File: src/rtl/razor_recovery_ctrl_if.sv
// Razor error flags in, stall/replay/DVS requests out; Log_clear and
// Err_stage_log exist only when RAZOR_ERRLOG_EN is defined.
interface razor_recovery_ctrl_if #(
  parameter int NSTAGE = 4,
  parameter int CNT_W  = 16
);
  logic [NSTAGE-1:0] Error_in;
  logic              Enable;
  logic              Stall;
  logic              Replay;
  logic [CNT_W-1:0]  Err_count;
  logic              Vdd_up;
  logic              Vdd_down;
  logic              Busy;
`ifdef RAZOR_ERRLOG_EN
  logic [NSTAGE-1:0] Err_stage_log;
  logic              Log_clear;
`endif

  modport master (
    output Error_in,
    output Enable,
`ifdef RAZOR_ERRLOG_EN
    output Log_clear,
    input  Err_stage_log,
`endif
    input  Stall,
    input  Replay,
    input  Err_count,
    input  Vdd_up,
    input  Vdd_down,
    input  Busy
  );

  modport slave (
    input  Error_in,
    input  Enable,
`ifdef RAZOR_ERRLOG_EN
    input  Log_clear,
    output Err_stage_log,
`endif
    output Stall,
    output Replay,
    output Err_count,
    output Vdd_up,
    output Vdd_down,
    output Busy
  );
endinterface

File: src/rtl/razor_recovery_ctrl.sv
// Razor timing-error recovery: stall + one-cycle replay, error statistics and
// windowed Vdd up/down requests. Optional sticky stage log: RAZOR_ERRLOG_EN.
module razor_recovery_ctrl #(
  parameter int NSTAGE    = 4,
  parameter int STALL_CYC = 1,
  parameter int WIN_LOG2  = 8,
  parameter int ERR_HI    = 4,
  parameter int CNT_W     = 16
) (
  input logic                  Clock,
  input logic                  Reset,
  razor_recovery_ctrl_if.slave bus
);

  localparam int SCW  = (STALL_CYC > 1) ? $clog2(STALL_CYC) : 1;
  localparam int EW_W = $clog2(ERR_HI + 1);

  typedef enum logic [1:0] {IDLE, RUN, STALL, REPLAY} state_t;

  state_t              state;
  logic [SCW-1:0]      stall_cnt;
  logic [WIN_LOG2-1:0] cyc;
  logic [EW_W-1:0]     ew;
  logic                det;
  logic                wrap;

  // Errors only count in RUN; anything seen during STALL/REPLAY is the echo
  // of the error being recovered.
  assign det  = (state == RUN) && (|bus.Error_in);
  assign wrap = (state != IDLE) && (cyc == '1);

  always_ff @(posedge Clock or posedge Reset) begin
    if (Reset) begin
      state         <= IDLE;
      stall_cnt     <= '0;
      cyc           <= '0;
      ew            <= '0;
      bus.Stall     <= 1'b0;
      bus.Replay    <= 1'b0;
      bus.Busy      <= 1'b0;
      bus.Err_count <= '0;
      bus.Vdd_up    <= 1'b0;
      bus.Vdd_down  <= 1'b0;
`ifdef RAZOR_ERRLOG_EN
      bus.Err_stage_log <= '0;
`endif
    end else begin
      bus.Vdd_up   <= 1'b0;
      bus.Vdd_down <= 1'b0;

      case (state)
        IDLE: begin
          if (bus.Enable) state <= RUN;
        end
        RUN: begin
          if (det) begin
            state     <= STALL;
            stall_cnt <= SCW'(STALL_CYC - 1);
            bus.Stall <= 1'b1;
            bus.Busy  <= 1'b1;
          end else if (!bus.Enable) begin
            state <= IDLE;
          end
        end
        STALL: begin
          if (stall_cnt == '0) begin
            state      <= REPLAY;
            bus.Replay <= 1'b1;
          end else begin
            stall_cnt <= stall_cnt - SCW'(1);
          end
        end
        REPLAY: begin
          // Enable is only honoured once the replay has completed
          state      <= bus.Enable ? RUN : IDLE;
          bus.Stall  <= 1'b0;
          bus.Busy   <= 1'b0;
          bus.Replay <= 1'b0;
        end
        default: state <= IDLE;
      endcase

      if (det && (bus.Err_count != '1))
        bus.Err_count <= bus.Err_count + CNT_W'(1);

      if (state != IDLE)
        cyc <= cyc + WIN_LOG2'(1);

      // A detection on the wrap edge belongs to the new window.
      if (wrap) begin
        bus.Vdd_up   <= (ew >= EW_W'(ERR_HI));
        bus.Vdd_down <= (ew == '0);
        ew           <= det ? EW_W'(1) : '0;
      end else if (det && (ew != EW_W'(ERR_HI))) begin
        ew <= ew + EW_W'(1);
      end

`ifdef RAZOR_ERRLOG_EN
      if (det)
        bus.Err_stage_log <= (bus.Log_clear ? '0 : bus.Err_stage_log) | bus.Error_in;
      else if (bus.Log_clear)
        bus.Err_stage_log <= '0;
`endif
    end
  end

endmodule
File: src/flat_wrapper.sv
// flat-port wrapper written by rule: the top's interface ports become plain ports
module razor_recovery_ctrl_flat 
#(
  parameter int NSTAGE    = 4,
  parameter int STALL_CYC = 1,
  parameter int WIN_LOG2  = 8,
  parameter int ERR_HI    = 4,
  parameter int CNT_W     = 16
)
  (Clock, Reset, bus_Error_in, bus_Enable, bus_Stall, bus_Replay, bus_Err_count, bus_Vdd_up, bus_Vdd_down, bus_Busy);
  razor_recovery_ctrl_if #(.NSTAGE(NSTAGE), .CNT_W(CNT_W)) bus_i ();
  input logic Clock;
  input logic Reset;
  input wire logic [$bits(bus_i.Error_in)-1:0] bus_Error_in;
  input wire logic [$bits(bus_i.Enable)-1:0] bus_Enable;
  output wire logic [$bits(bus_i.Stall)-1:0] bus_Stall;
  output wire logic [$bits(bus_i.Replay)-1:0] bus_Replay;
  output wire logic [$bits(bus_i.Err_count)-1:0] bus_Err_count;
  output wire logic [$bits(bus_i.Vdd_up)-1:0] bus_Vdd_up;
  output wire logic [$bits(bus_i.Vdd_down)-1:0] bus_Vdd_down;
  output wire logic [$bits(bus_i.Busy)-1:0] bus_Busy;
  assign bus_i.Error_in = bus_Error_in;
  assign bus_i.Enable = bus_Enable;
  assign bus_Stall = bus_i.Stall;
  assign bus_Replay = bus_i.Replay;
  assign bus_Err_count = bus_i.Err_count;
  assign bus_Vdd_up = bus_i.Vdd_up;
  assign bus_Vdd_down = bus_i.Vdd_down;
  assign bus_Busy = bus_i.Busy;
  razor_recovery_ctrl #(.NSTAGE(NSTAGE), .STALL_CYC(STALL_CYC), .WIN_LOG2(WIN_LOG2), .ERR_HI(ERR_HI), .CNT_W(CNT_W)) u_core (.Clock(Clock), .Reset(Reset), .bus(bus_i));
endmodule
File: config.mk
export PLATFORM = sky130hd
export DESIGN_NAME = razor_recovery_ctrl_flat
export DESIGN_NICKNAME = d
export VERILOG_FILES = /design/src/rtl/razor_recovery_ctrl_if.sv /design/src/rtl/razor_recovery_ctrl.sv /design/src/flat_wrapper.sv
export SDC_FILE = /design/constraint.sdc
export NUM_CORES = 1
export LEC_CHECK = 0
export ABC_AREA = 0
export ABC_CLOCK_PERIOD_IN_PS = 3200
export BUFFER_PORTS_ARGS = -buffer_cell sky130_fd_sc_hd__clkbuf_2
export CORE_MARGIN = 2
export CORE_UTILIZATION = 60
export CTS_BUF_LIST = sky130_fd_sc_hd__clkbuf_8
export CTS_CLUSTER_DIAMETER = 200
export DETAILED_ROUTE_END_ITERATION = 16
export GPL_ROUTABILITY_DRIVEN = 0
export PLACE_DENSITY = 0.85
export SLEW_MARGIN = 20
export SYNTH_ARGS = -nofsm -noshare
export SYNTH_HDL_FRONTEND = slang
export SYNTH_SLANG_ARGS = --single-unit
export TNS_END_PERCENT = 50
File: constraint.sdc
create_clock -name Clock -period 3.2 [get_ports Clock]
set_input_delay 0.32 -clock Clock [delete_from_list [all_inputs] [get_ports Clock]]
set_output_delay 0.32 -clock Clock [all_outputs]
set_load 0.005 [all_outputs]
* Word-level counts from Yosys, hierarchy flattened
Cells that the tools add are included.
** Word-level totals
- Logic and storage cells :: 58
- Output and inout bits :: 21
- Bits in registers :: 34
** Cells by class
- Equality and inequality tests :: 10
- Mux-type cells :: 18
- $lt $le $gt $ge :: 1
- Reduce and logical (&&, ||, !) cells :: 16
- $add $sub $neg :: 4
** Operators by type and width (count)
- adder 16 x 1 -> 16 bit (second input constant) :: 1
- inequality test 16 bit (second input constant) :: 1
- nonzero test 2 bit :: 5
- adder 8 x 1 -> 8 bit (second input constant) :: 1
- == test 8 bit (second input constant) :: 1
- two-way mux 1 bit :: 8
- two-way mux 2 bit :: 4
- one-hot mux 2 bit (4 select lines) :: 1
- two-way mux 3 bit :: 2
- one-hot mux 1 bit (2 select lines) :: 3
- AND reduction 2 bit :: 3
- == test 2 bit (second input constant) :: 2
- logical AND 1 bit :: 4
- inequality test 2 bit (second input constant) :: 2
- OR reduction 4 bit :: 1
- adder 3 x 1 -> 3 bit (second input constant) :: 1
- greater-or-equal comparator 3 bit (second input constant) :: 1
- logical NOT 3 bit :: 1
- inequality test 3 x 2 -> 1 bit (second input constant) :: 1
- inequality test 3 bit (second input constant) :: 1
- AND reduction 3 bit :: 1
- == test 2 x 1 -> 1 bit (second input constant) :: 1
- logical NOT 2 bit :: 1
- inequality test 2 x 1 -> 1 bit (second input constant) :: 1
- subtractor 1 bit (second input constant) :: 1

* Longest topological paths before layout
- Depth after elaboration :: 5
- Mapped depth :: 5
- Gate-level depth less buffers :: 5

* Least setup slack after synthesis
OpenSTA, ideal clock, no wires.
- Path type :: register to register
- From :: register u_core.bus.Err_count[0]
- To :: register u_core.bus.Err_count[12]
- Arrival :: 1.631 ns
- Setup slack :: 1.442 ns
- Stages on the path, launching flop included :: 6
- Period minus slack after synthesis :: 1.758 ns
- Required time :: 3.073 ns
- Cell sequence :: dfrtp_1 ha_1 nand3_1 or4_4 nor2_2 mux2_1
** Between the ends
- Longest elaborated chain between the ends :: 2
- Elaborated cells between the ends (all ways) :: 3
- Those cells by class :: 1 x add/sub; 1 x eq/ne; 1 x reduce/logical
** Ends and longest elaborated chain
- start, declared :: RTL line razor_recovery_ctrl_if.sv:44 : output Err_count,
- start signal, assigned :: RTL line razor_recovery_ctrl.sv:84 : bus.Err_count <= bus.Err_count + CNT_W'(1);
- branches (longest 2 deep; another with adder 16 x 1 -> 16 bit)
Several ways; the timed one is not identified.
A chain may end at the register's enable or synchronous reset.

* Worst setup path in the final report
Ends and elaborated chain as after synthesis.

==> impl.org <==
** Pwr
- In this run switching power makes up approximately 37% of total power.
- In this run the power density over the cells is 807.5 mW/mm2.
- Net switching component of the power :: about 0.54 mW
- Sequential cells account for approximately half of the total power.
- Comb pwr share :: between 30% and 40%
- Share of total power in the clock network :: between 15 and 20%
- Static Leakage :: around 0.88 nW
- Peak supply drop :: about 0.00060 V
- The design draws between 1 and 1.5 mW.
- Cell internal power was estimated by the tool at just over 0.9 mW.

** Synth
- After synthesis, the netlist uses 40 different library cells.
- Number of synthesized register bits :: 33
- Mean instance size in the synthesized netlist :: about 11 um2
- Synthesis produced a netlist with a net count of around 160.
- Yosys printed 0 warnings.
- After synthesis the cells add up to about 0.0016 mm2.
- In the synthesized netlist the dominant register cell turns out to be sky130_fd_sc_hd__dfrtp_1.
- Fraction of the yosys area taken by sequential cells :: ~52%
- Counting flops with an async set or reset pin after synthesis yields a share of 100.0%.
- Synthesized instance count :: 146
- Count of flip-flops with a built-in enable after synthesis :: 0

** Finish
- Commonest non-fill, non-tap cell in the layout :: sky130_fd_sc_hd__dfrtp_1
- Compared with the post-synthesis result, the final layout area differs by 15.27%.
- The finished layout holds 210 standard cells, fillers aside.
- At the end of the flow, the number of nets in the layout was 190.
- Of the cells placed in the final design, the portion with a size suffix greater than 1 is 22.78%.
- The number of antenna diodes in the final layout is 0.
- Final Util :: 73.59%
- Leaving out fill and tap cells, the most frequent cells in the layout are sky130_fd_sc_hd__dfrtp_1 (33), sky130_fd_sc_hd__clkbuf_2 (27), sky130_fd_sc_hd__nand2_1 (13).

** Clocking
- Buffers added to address setup during post-CTS repair amount to 0.
- Hold repair after CTS inserted 0 buffers.
- Maximum buffer depth of the clock tree :: 2
- The clock reaches the later pin of the worst-skew pair after between 0.2 and 0.3 ns.
- Number of levels the H-tree was split into :: 2
- TritonCTS built the clock tree.
- Clock-pin slew was measured on the worst setup and hold paths at around 0.06 ns.
- Root Buffer Master :: sky130_fd_sc_hd__clkbuf_8
- Post-cts repair resize count :: 0
- Clock buffers created by TritonCTS :: 5
- TritonCTS Sinks :: 33

** Detailed routing
- Detailed-route vias per instance :: about 5.9
- The first TritonRoute pass finished after 4 iterations.
- Total wirelength of the detailed-routed design :: about 3.2 mm
- The count of nets left with antenna violations once routing finished came out at 0.
- Routed WL per cell :: 15.03 um
- In the routed design, unresolved DRC markers number 0.
- For this block, the initial DRC count from the detailed router was 34.
- Vias post-DR :: about 1.2k

** Floorplanning
- Floorplan die height :: about 55 um
- Core box area :: 0.002477 mm2
- The die is around 55 um wide.
- Initial standard-cell utilization of the core :: 63.84%
- Std cell rows :: 18
- I/O pin total :: 28
- The floorplan step defined a die boundary enclosing approximately 0.0031 mm2.

** Timing
- Worst Clk Skew :: approximately 0.0016 ns
- For this run, the top clock speed supported by timing is between 500 and 600 MHz.
- Adding up every negative setup slack in the final design gives 0 ns.
- Final count of pins violating max slew :: 0
- Setup violations remaining at the end of the flow were counted as 0.
- Final-report hold violation count :: 0
- The routed design could run at a clock period as short as about 1.9 ns.
- Actual transition at the worst max-transition pin :: around 0.52 ns
- Setup repair after global routing left no endpoint under its margin.
- In the finished design, the share of the clock period the worst path needs comes to roughly three fifths.
- Slack of the critical path :: between 1 and 1.5 ns
- Relative slew slack :: about two thirds

** Global route
- Largest net degree at the start of global routing :: 21
- Global-route total usage across every layer :: approximately 23%
- The first global-routing pass estimated roughly 5.5 mm of wire.
- Antenna violations before repair :: 0
- The number of global-route vias before repair came to between 1k and 1.5k.
- Summed over all layers, the global routing overflow is 0.

** Placement
- Detailed placement ended at an HPWL of about 2.4 mm.
- Counting tap cells, the placed design contains a total of just over 200 instances.
- Count of input and output buffers :: 27
- At the placement stage, the worst setup path has a slack of roughly 1.3 ns.

** Setup path
- Required time of the worst setup path :: 3.36 ns
- The setup path with the least slack is of type reg2reg.
- Along the worst path, the maximum fanout reaches 6.
- For the worst setup path, the data arrival time is roughly 2.1 ns.
- STA classifies the critical path startpoint as a register.
- Worst Setup End Kind :: register

** Run
- Max-cap violations in this run came to 0.

** Worst hold path
- Hold/Removal Path Class :: in2async

** Run status
- Status :: completed
[registers in the layout, indices dropped and copies added (netlist names), named ones only]
signal and flops:
u_core.ew 3, u_core.bus.Vdd_up 1, u_core.state 1, u_core.bus.Err_count 16, u_core.bus.Replay 1, u_core.bus.Vdd_down 1
u_core.cyc 8, u_core.bus.Stall 1
[cells by family after synthesis]
kind of cell | share of synthesized area [%]
buffers and inverters | 2.611
adder cells (fa/ha/maj) | 3.165
AND/OR/NAND/NOR | 23.18
multiplexers | 2.769
AO/OA/AOI/OAI | 7.199
XOR/XNOR | 8.861
flip-flops | 52.22
[per-stage QoR]
step                      area (um2)  hold slack, ns
after floorplan                 1582          0.4329
final                           1823         0.03512
after detailed placement        1743          0.3660
after global routing            1823         0.09345
after global placement          1743          0.3410
after CTS                       1823         0.06218
[power groups by stage]
stage          combinational (mW)  sequential (mW)  clock (mW)
3_3_place_gp                0.430            0.709           0
6_report                    0.460            0.725       0.287
2_1_floorplan               0.349            0.690           0
3_5_place_dp                0.462            0.728           0
4_1_cts                     0.467            0.722       0.290
5_1_grt                     0.524            0.747       0.309
[cell usage after synthesis, drive strengths merged, types with 3 or more instances]
master | number | area, um2
dfrtp | 33 | 825.8
inv | 6 | 22.52
nor2 | 10 | 40.04
xor2 | 9 | 78.83
o21ai | 4 | 20.01
ha | 4 | 50.05
xnor2 | 7 | 61.31
nor4 | 4 | 31.28
nand3 | 6 | 30.03
mux2 | 3 | 33.78
nor3 | 8 | 50.05
a21oi | 6 | 30.03
nand4 | 8 | 50.05
nand2 | 14 | 55.06
[layer usage]
| metal | global-route usage [%] | share of wire [%] | up-vias |
|---|---|---|---|
| met3 | 7.728 | 5.7 | 6 |
| li1 | - | - | 590 |
| met1 | 26.55 | 43 | 608 |
| met4 | 11.15 | 1.6 | 0 |
| met5 | 0 | 0 | - |
| met2 | 38.10 | 49 | 41 |
[worst paths after layout]
check | to | depth (start not counted) | start | slack [ns]
hold reg to reg | u_core.cyc[7] | 1 | u_core.cyc[7] | 0.49
setup / recovery | u_core.bus.Err_count[12] | 5 | u_core.bus.Err_count[0] | 1.30
hold / removal | u_core.bus.Vdd_down | 2 | Reset | 0.04
min in group Clock | u_core.state[0] | 3 | bus_Enable | 0.24
setup reg to reg | u_core.bus.Err_count[12] | 5 | u_core.bus.Err_count[0] | 1.30
max in group asynchronous | u_core.bus.Err_count[11] | 3 | Reset | 2.53
[layout make-up]
class / count / area [um2]
clock inverters: 3 / 11.26
repair buffers: 28 / 142.6
flip-flops and latches: 33 / 825.8
inverters: 6 / 22.52
well taps: 30 / 37.54
fillers: 176 / 654.4
multi-input cells: 105 / 714.4
clock buffers: 5 / 68.82
[worst max-delay path, cell delays in order (launching register included)]
cell and delay [ns]:
sky130_fd_sc_hd__dfrtp_1 0.44, sky130_fd_sc_hd__ha_1 0.21, sky130_fd_sc_hd__nand3_1 0.18, sky130_fd_sc_hd__or4_4 0.51, sky130_fd_sc_hd__nor2_2 0.12, sky130_fd_sc_hd__mux2_1 0.33
Note: power is estimated with default switching activity, not from simulation.
